### src/rtl/fifo_pkg.sv
// Shared helpers for the synchronous FIFO family: width math and configuration checks.
// Latency: n/a (package only).
// Backpressure: n/a (package only).
//
// Contents:
//   clog2      - ceiling log2, usable in constant expressions
//   is_pow2    - true when a value is a power of two and at least 2
//   thresh_ok  - true when a flag threshold lies within 0..depth
//   def_ptr_t / def_cnt_t - pointer and count types for the default DEPTH of 8
package fifo_pkg;

  function automatic int clog2(input int value);
    int r;
    r = 0;
    while ((1 << r) < value) begin
      r = r + 1;
    end
    return r;
  endfunction

  function automatic bit is_pow2(input int value);
    return (value >= 2) && ((value & (value - 1)) == 0);
  endfunction

  function automatic bit thresh_ok(input int thresh, input int depth);
    return (thresh >= 0) && (thresh <= depth);
  endfunction

  localparam int DEFAULT_DEPTH = 8;

  // Pointers address DEPTH entries; the count needs one extra bit to hold DEPTH itself.
  typedef logic [clog2(DEFAULT_DEPTH)-1:0] def_ptr_t;
  typedef logic [clog2(DEFAULT_DEPTH):0]   def_cnt_t;

endpackage

### src/rtl/fifo_ram.sv
// Simple dual-port storage for the synchronous FIFO: one write port, one read port.
// Latency: write lands on the clock edge; read is one cycle (registered) or zero cycles with FIFO_FWFT_EN.
// Backpressure: none; the caller only asserts we/re for accepted transfers.
//
// Ports:
//   clock, reset_n  - clock and synchronous active-low reset (clears only the read register)
//   we, waddr, wdata - write port
//   re, raddr, rdata - read port; re loads the read register in registered mode
// Build option: FIFO_FWFT_EN turns the read port into an asynchronous read of mem[raddr].
module fifo_ram #(
  parameter int DATA_W = 8,
  parameter int DEPTH  = 8,
  parameter int ADDR_W = 3
) (
  input  logic              clock,
  input  logic              reset_n,
  input  logic              we,
  input  logic [ADDR_W-1:0] waddr,
  input  logic [DATA_W-1:0] wdata,
  input  logic              re,
  input  logic [ADDR_W-1:0] raddr,
  output logic [DATA_W-1:0] rdata
);

  // Storage is intentionally not reset.
  logic [DATA_W-1:0] mem [DEPTH];

  always_ff @(posedge clock) begin
    if (we) begin
      mem[waddr] <= wdata;
    end
  end

`ifdef FIFO_FWFT_EN
  // Head word is visible combinationally; re and reset_n have no role here.
  assign rdata = mem[raddr];

  logic unused_ok;
  assign unused_ok = &{1'b0, re, reset_n};
`else
  // Registered read: a same-edge write to raddr is not seen, so the old (oldest) word is returned.
  always_ff @(posedge clock) begin
    if (!reset_n) begin
      rdata <= '0;
    end else if (re) begin
      rdata <= mem[raddr];
    end
  end
`endif

endmodule

### src/rtl/fifo_sync_param.sv
// Parametrised single-clock FIFO with occupancy count, almost-full/almost-empty flags and error pulses.
// Latency: read data one cycle after the read edge (zero with FIFO_FWFT_EN); flags/count update on the same edge.
// Backpressure: writes rejected while full unless a read is accepted on the same edge; rejections pulse overflow/underflow.
//
// Ports:
//   clock, reset_n        - clock, synchronous active-low reset
//   write_en, data_in     - write request and data
//   read_en, data_out     - read request and data (read_en is the pop acknowledge in FWFT mode)
//   full, empty           - count == DEPTH, count == 0
//   almost_full/_empty    - count >= AF_THRESH, count <= AE_THRESH
//   count                 - occupancy 0..DEPTH
//   overflow, underflow   - single-cycle pulses for a rejected write / read
// Build option: FIFO_FWFT_EN selects first-word fall-through reads.
module fifo_sync_param
  import fifo_pkg::*;
#(
  parameter int DATA_W    = 8,
  parameter int DEPTH     = 8,
  parameter int AF_THRESH = 6,
  parameter int AE_THRESH = 2
) (
  input  logic                   clock,
  input  logic                   reset_n,
  input  logic                   write_en,
  input  logic                   read_en,
  input  logic [DATA_W-1:0]      data_in,
  output logic [DATA_W-1:0]      data_out,
  output logic                   full,
  output logic                   empty,
  output logic                   almost_full,
  output logic                   almost_empty,
  output logic [clog2(DEPTH):0]  count,
  output logic                   overflow,
  output logic                   underflow
);

  localparam int PTR_W = clog2(DEPTH);
  localparam int CNT_W = PTR_W + 1;

  typedef logic [PTR_W-1:0] ptr_t;
  typedef logic [CNT_W-1:0] cnt_t;

  localparam bit CFG_OK = is_pow2(DEPTH) && thresh_ok(AF_THRESH, DEPTH) && thresh_ok(AE_THRESH, DEPTH);

  generate
    if (!CFG_OK) begin : g_cfg_err
      $error("fifo_sync_param: DEPTH must be a power of two >= 2 and thresholds must lie in 0..DEPTH");
    end
  endgenerate

  localparam cnt_t DEPTH_C = cnt_t'(DEPTH);
  localparam cnt_t AF_C    = cnt_t'(AF_THRESH);
  localparam cnt_t AE_C    = cnt_t'(AE_THRESH);

  ptr_t wr_ptr;
  ptr_t rd_ptr;
  cnt_t count_nxt;
  logic wa;
  logic ra;

  // A read frees a slot on the same edge, so a full FIFO can still take a write alongside it.
  assign ra = read_en && !empty;
  assign wa = write_en && (!full || ra);

  always_comb begin
    count_nxt = count;
    case ({wa, ra})
      2'b10:   count_nxt = count + cnt_t'(1);
      2'b01:   count_nxt = count - cnt_t'(1);
      default: count_nxt = count;
    endcase
  end

  // Flags are computed from count_nxt so they move together with count.
  always_ff @(posedge clock) begin
    if (!reset_n) begin
      wr_ptr       <= '0;
      rd_ptr       <= '0;
      count        <= '0;
      full         <= 1'b0;
      empty        <= 1'b1;
      almost_full  <= 1'b0;
      almost_empty <= 1'b1;
      overflow     <= 1'b0;
      underflow    <= 1'b0;
    end else begin
      if (wa) begin
        wr_ptr <= wr_ptr + ptr_t'(1);
      end
      if (ra) begin
        rd_ptr <= rd_ptr + ptr_t'(1);
      end
      count        <= count_nxt;
      full         <= (count_nxt == DEPTH_C);
      empty        <= (count_nxt == '0);
      almost_full  <= (count_nxt >= AF_C);
      almost_empty <= (count_nxt <= AE_C);
      overflow     <= write_en && full && !ra;
      underflow    <= read_en && empty;
    end
  end

  // Writes are suppressed during reset so a discarded transfer leaves memory untouched.
  fifo_ram #(
    .DATA_W (DATA_W),
    .DEPTH  (DEPTH),
    .ADDR_W (PTR_W)
  ) u_ram (
    .clock   (clock),
    .reset_n (reset_n),
    .we      (wa && reset_n),
    .waddr   (wr_ptr),
    .wdata   (data_in),
    .re      (ra),
    .raddr   (rd_ptr),
    .rdata   (data_out)
  );

endmodule
### config.mk
export PLATFORM = sky130hd
export DESIGN_NAME = fifo_sync_param
export DESIGN_NICKNAME = d
export VERILOG_FILES = /design/src/rtl/fifo_pkg.sv /design/src/rtl/fifo_ram.sv /design/src/rtl/fifo_sync_param.sv
export SDC_FILE = /design/constraint.sdc
export NUM_CORES = 1
export LEC_CHECK = 0
export CAP_MARGIN = 20
export CORE_ASPECT_RATIO = 0.5
export CORE_MARGIN = 2
export CORE_UTILIZATION = 55
export DETAILED_ROUTE_END_ITERATION = 10
export DONT_BUFFER_PORTS = 1
export HOLD_SLACK_MARGIN = 0.05
export PLACE_DENSITY = 0.7
export RECOVER_POWER = 25
export SLEW_MARGIN = 20
export SYNTH_ARGS = -nofsm -noshare
export SYNTH_HDL_FRONTEND = slang
export SYNTH_SLANG_ARGS = --single-unit
export TNS_END_PERCENT = 10
### constraint.sdc
create_clock -name clock -period 5.9 [get_ports clock]
set_clock_uncertainty 0.05 [all_clocks]
set_input_delay 1.18 -clock clock [delete_from_list [all_inputs] [get_ports clock]]
set_output_delay 1.18 -clock clock [all_outputs]
set_load 0.02 [all_outputs]
==> qor.yml <==
grt_pass1_wl_um: 9670
r2r-start: "empty"
rsz0062_at_grt: "no"
yosys_warnings: 0
clock_latency_ns: 0.34
setup_viol: 0
cts_buffers: 9
maxCapViolCount: 0
fillCellCount: 430
synth_seq_cells: 88
drc: 0
synth_nets: 227
rr_worst_depth: 12
grt_max_degree: 23
drt_iter0_drc: 108
hold_violations: 0
final_cell_mix: "edfxtp_1 (64), dfxtp_1 (24), nor2_1 (20)"
critPathMaxStageDelay_ns: 0.29
ctsHtreeMaxLevel: 3
seq_area_frac_synth_pct: 68.7
die_y_um: 60.4
post_cts_resized: 0
hold_buffers: 0
grt_pass1_vias: 1786
p_sw_share_pct: 24.7
num_rows: 20
clkPwrFrac_pct: 38.7
wl_um: 6200
start_kind: "primary input"
fin_tns_setup_ns: 0
syn_inst: 210
fin_area_um2: 3910
synth_area_um2: 3490
p_leak_nw: 1.28
wl_per_cell_um: 20.2
fmax_mhz: 297
ff2ff_setup_slack_ns: 2.97
synthTopCellsByArea: "edfxtp_1 (55%), dfxtp_1 (14%), mux4_2 (5.8%), mux4_1 (5.3%), mux2i_1 (3.2%)"
crit_type: "primary input to flop"
cts_tree: "done"
p_seq_share_pct: 50.1
drt-vias-per-instance: 5.70
worstPathMaxFanout: 22
cts-root-buf: "clkbuf_16"
worst_pin_slew_ns: 0.896
vias: 1750
peakVddDrop_uv: 240
status: "completed"
timing.final.crit_period_ns: 3.37
layout_commonest_cell: "edfxtp_1"
hold_start: "u_ram.rdata[3]"
combPwrFrac_pct: 11.2
core_area_um2: 6110
finalCritPeriodShare_pct: 57.1
io_buffers: 0
report.final.slew_viol_count: 0
clk_pin_slew_ns: 0.06
holdCritPathClass: "flop to flop"
grt_overflow: 0
ant_nets: 0
area_delta_synth_final_pct: 11.7
multi_input_area_um2: 1030
critPathRequiredTime_ns: 6.12
ys_types: 39
dp_hpwl_um: 3810
hold_path_end: "u_ram.rdata[3]"
end_kind: "flop"
whs_path_depth: 2
clk_path_buf_depth: 2
arrival_ns: 3.58
gp_congestion: 0.821
syn_avg_cell_area_um2: 16.6
dpl-instance-area_um2: 3590
antenna_found_initial: 0
power.density_nw_per_um2: 392
crit_slowest_cell: "xor2_1"
regArea_um2: 2400
intPower_mw: 1.15
cts_setup_buffers: 0
fin_nets: 232
cts_sinks: 88
n_antenna_cell: 0
first_pass_iters: 4
relSlewSlack_pct: 40.0
crit_path_cell_trace: "nor2b_1, buf_4, nand2b_1, nand2_1, ha_1, xor2_1, ha_1, a21oi_2, mux2i_1, xor2_1, nand2_1, nor3b_2"
start_util_pct: 57.2
power_mw: 1.53
die_w_um: 117
layout-drive-gt1-share_pct: 16.4
r2r-end: "full"
synth.top_cell.area_share_pct: 55.0
p_sw_mw: 0.378
synth_top_area_cell: "edfxtp_1"
io_pins: 30
die_area_um2: 7050
gr-usage-all-layers_pct: 20.5
worst max-delay path: cells and delay by family:
family / cells / cell delay, ns
buffers and inverters: 1 / 0.26
AO/OA/AOI/OAI: 1 / 0.11
multiplexers: 1 / 0.24
AND/OR/NAND/NOR: 5 / 0.83
adder cells (fa/ha/maj): 2 / 0.49
XOR/XNOR: 2 / 0.46
power groups by stage:
stage	combinational (mW)	clock [mW]	sequential, mW
after CTS	0.174	0.604	0.767
after global placement	0.168	0	0.778
after global routing	0.192	0.629	0.773
after floorplan	0.157	0	0.764
after detailed placement	0.171	0	0.780
final	0.172	0.592	0.767
metrics by stage:
step | cells | worst slack, ns | util [%] | hold slack, ns
CTS | 307 | 2.54 | 64.0 | 0.557
floorplan | 210 | 2.68 | - | 0.468
detailed placement | 292 | 2.22 | 58.9 | 0.546
global route | 307 | 2.32 | 64.0 | 0.585
global placement | 292 | 2.29 | 58.9 | 0.531
finish | 307 | 2.53 | 64.0 | 0.555
registers in the layout, summed over array words and instances, names as in the netlist:
| name | flops |
|---|---|
| overflow | 1 |
| wr_ptr | 3 |
| empty | 1 |
| u_ram.mem | 64 |
| almost_empty | 1 |
| almost_full | 1 |
| u_ram.rdata | 8 |
| full | 1 |
| underflow | 1 |
| rd_ptr | 3 |
| count | 4 |
kinds of logic (layout without fill, tap and decap cells):
family,after synthesis,after routing,share of synthesized area [%]
buffers and inverters,14,23,2.61
multiplexers,27,27,14.2
XOR/XNOR,7,7,1.75
flip-flops,88,88,68.7
AO/OA/AOI/OAI,17,17,3.29
adder cells (fa/ha/maj),5,5,1.79
AND/OR/NAND/NOR,52,52,7.59
synth_stat cells, drive strengths merged:
cell type / instances
a211oi: 8
a21oi: 2
a22oi: 1
and2: 1
and3: 2
buf: 9
clkbuf: 3
clkinv: 1
dfxtp: 24
edfxtp: 64
ha: 5
inv: 1
mux2i: 11
mux4: 16
nand2: 7
nand2b: 3
nand3: 5
nand3b: 1
nand4: 1
nand4b: 1
nor2: 20
nor2b: 2
nor3: 3
nor3b: 3
nor4: 1
nor4b: 2
o21a: 1
o21ai: 4
o22ai: 1
xnor2: 2
xor2: 5
worst max path at each step:
stage / from / depth (start not counted) / endpoint / slack, ns
global placement: read_en / 12 / almost_full / 2.29
detailed placement: read_en / 12 / full / 2.22
floorplan: read_en / 11 / almost_full / 2.68
CTS: read_en / 12 / full / 2.54
finish: read_en / 12 / full / 2.53
global route: read_en / 12 / almost_full / 2.32
per-layer routing:
metal	global-route usage, %	part of all wire (%)
met3	9.89	6.7
met5	0	0
met4	7.90	1.2
met2	31.7	47
met1	25.8	45
final cells by class:
class,instances,share of cell area [%]
clock buffer,10,5.86
inverter,2,0.192
clock inverter,5,2.11
timing repair buffer,6,1.15
sequential,88,61.5
tap,88,2.82
multi-input combinational,108,26.3
No activity file was read; power rests on OpenSTA's default activity.
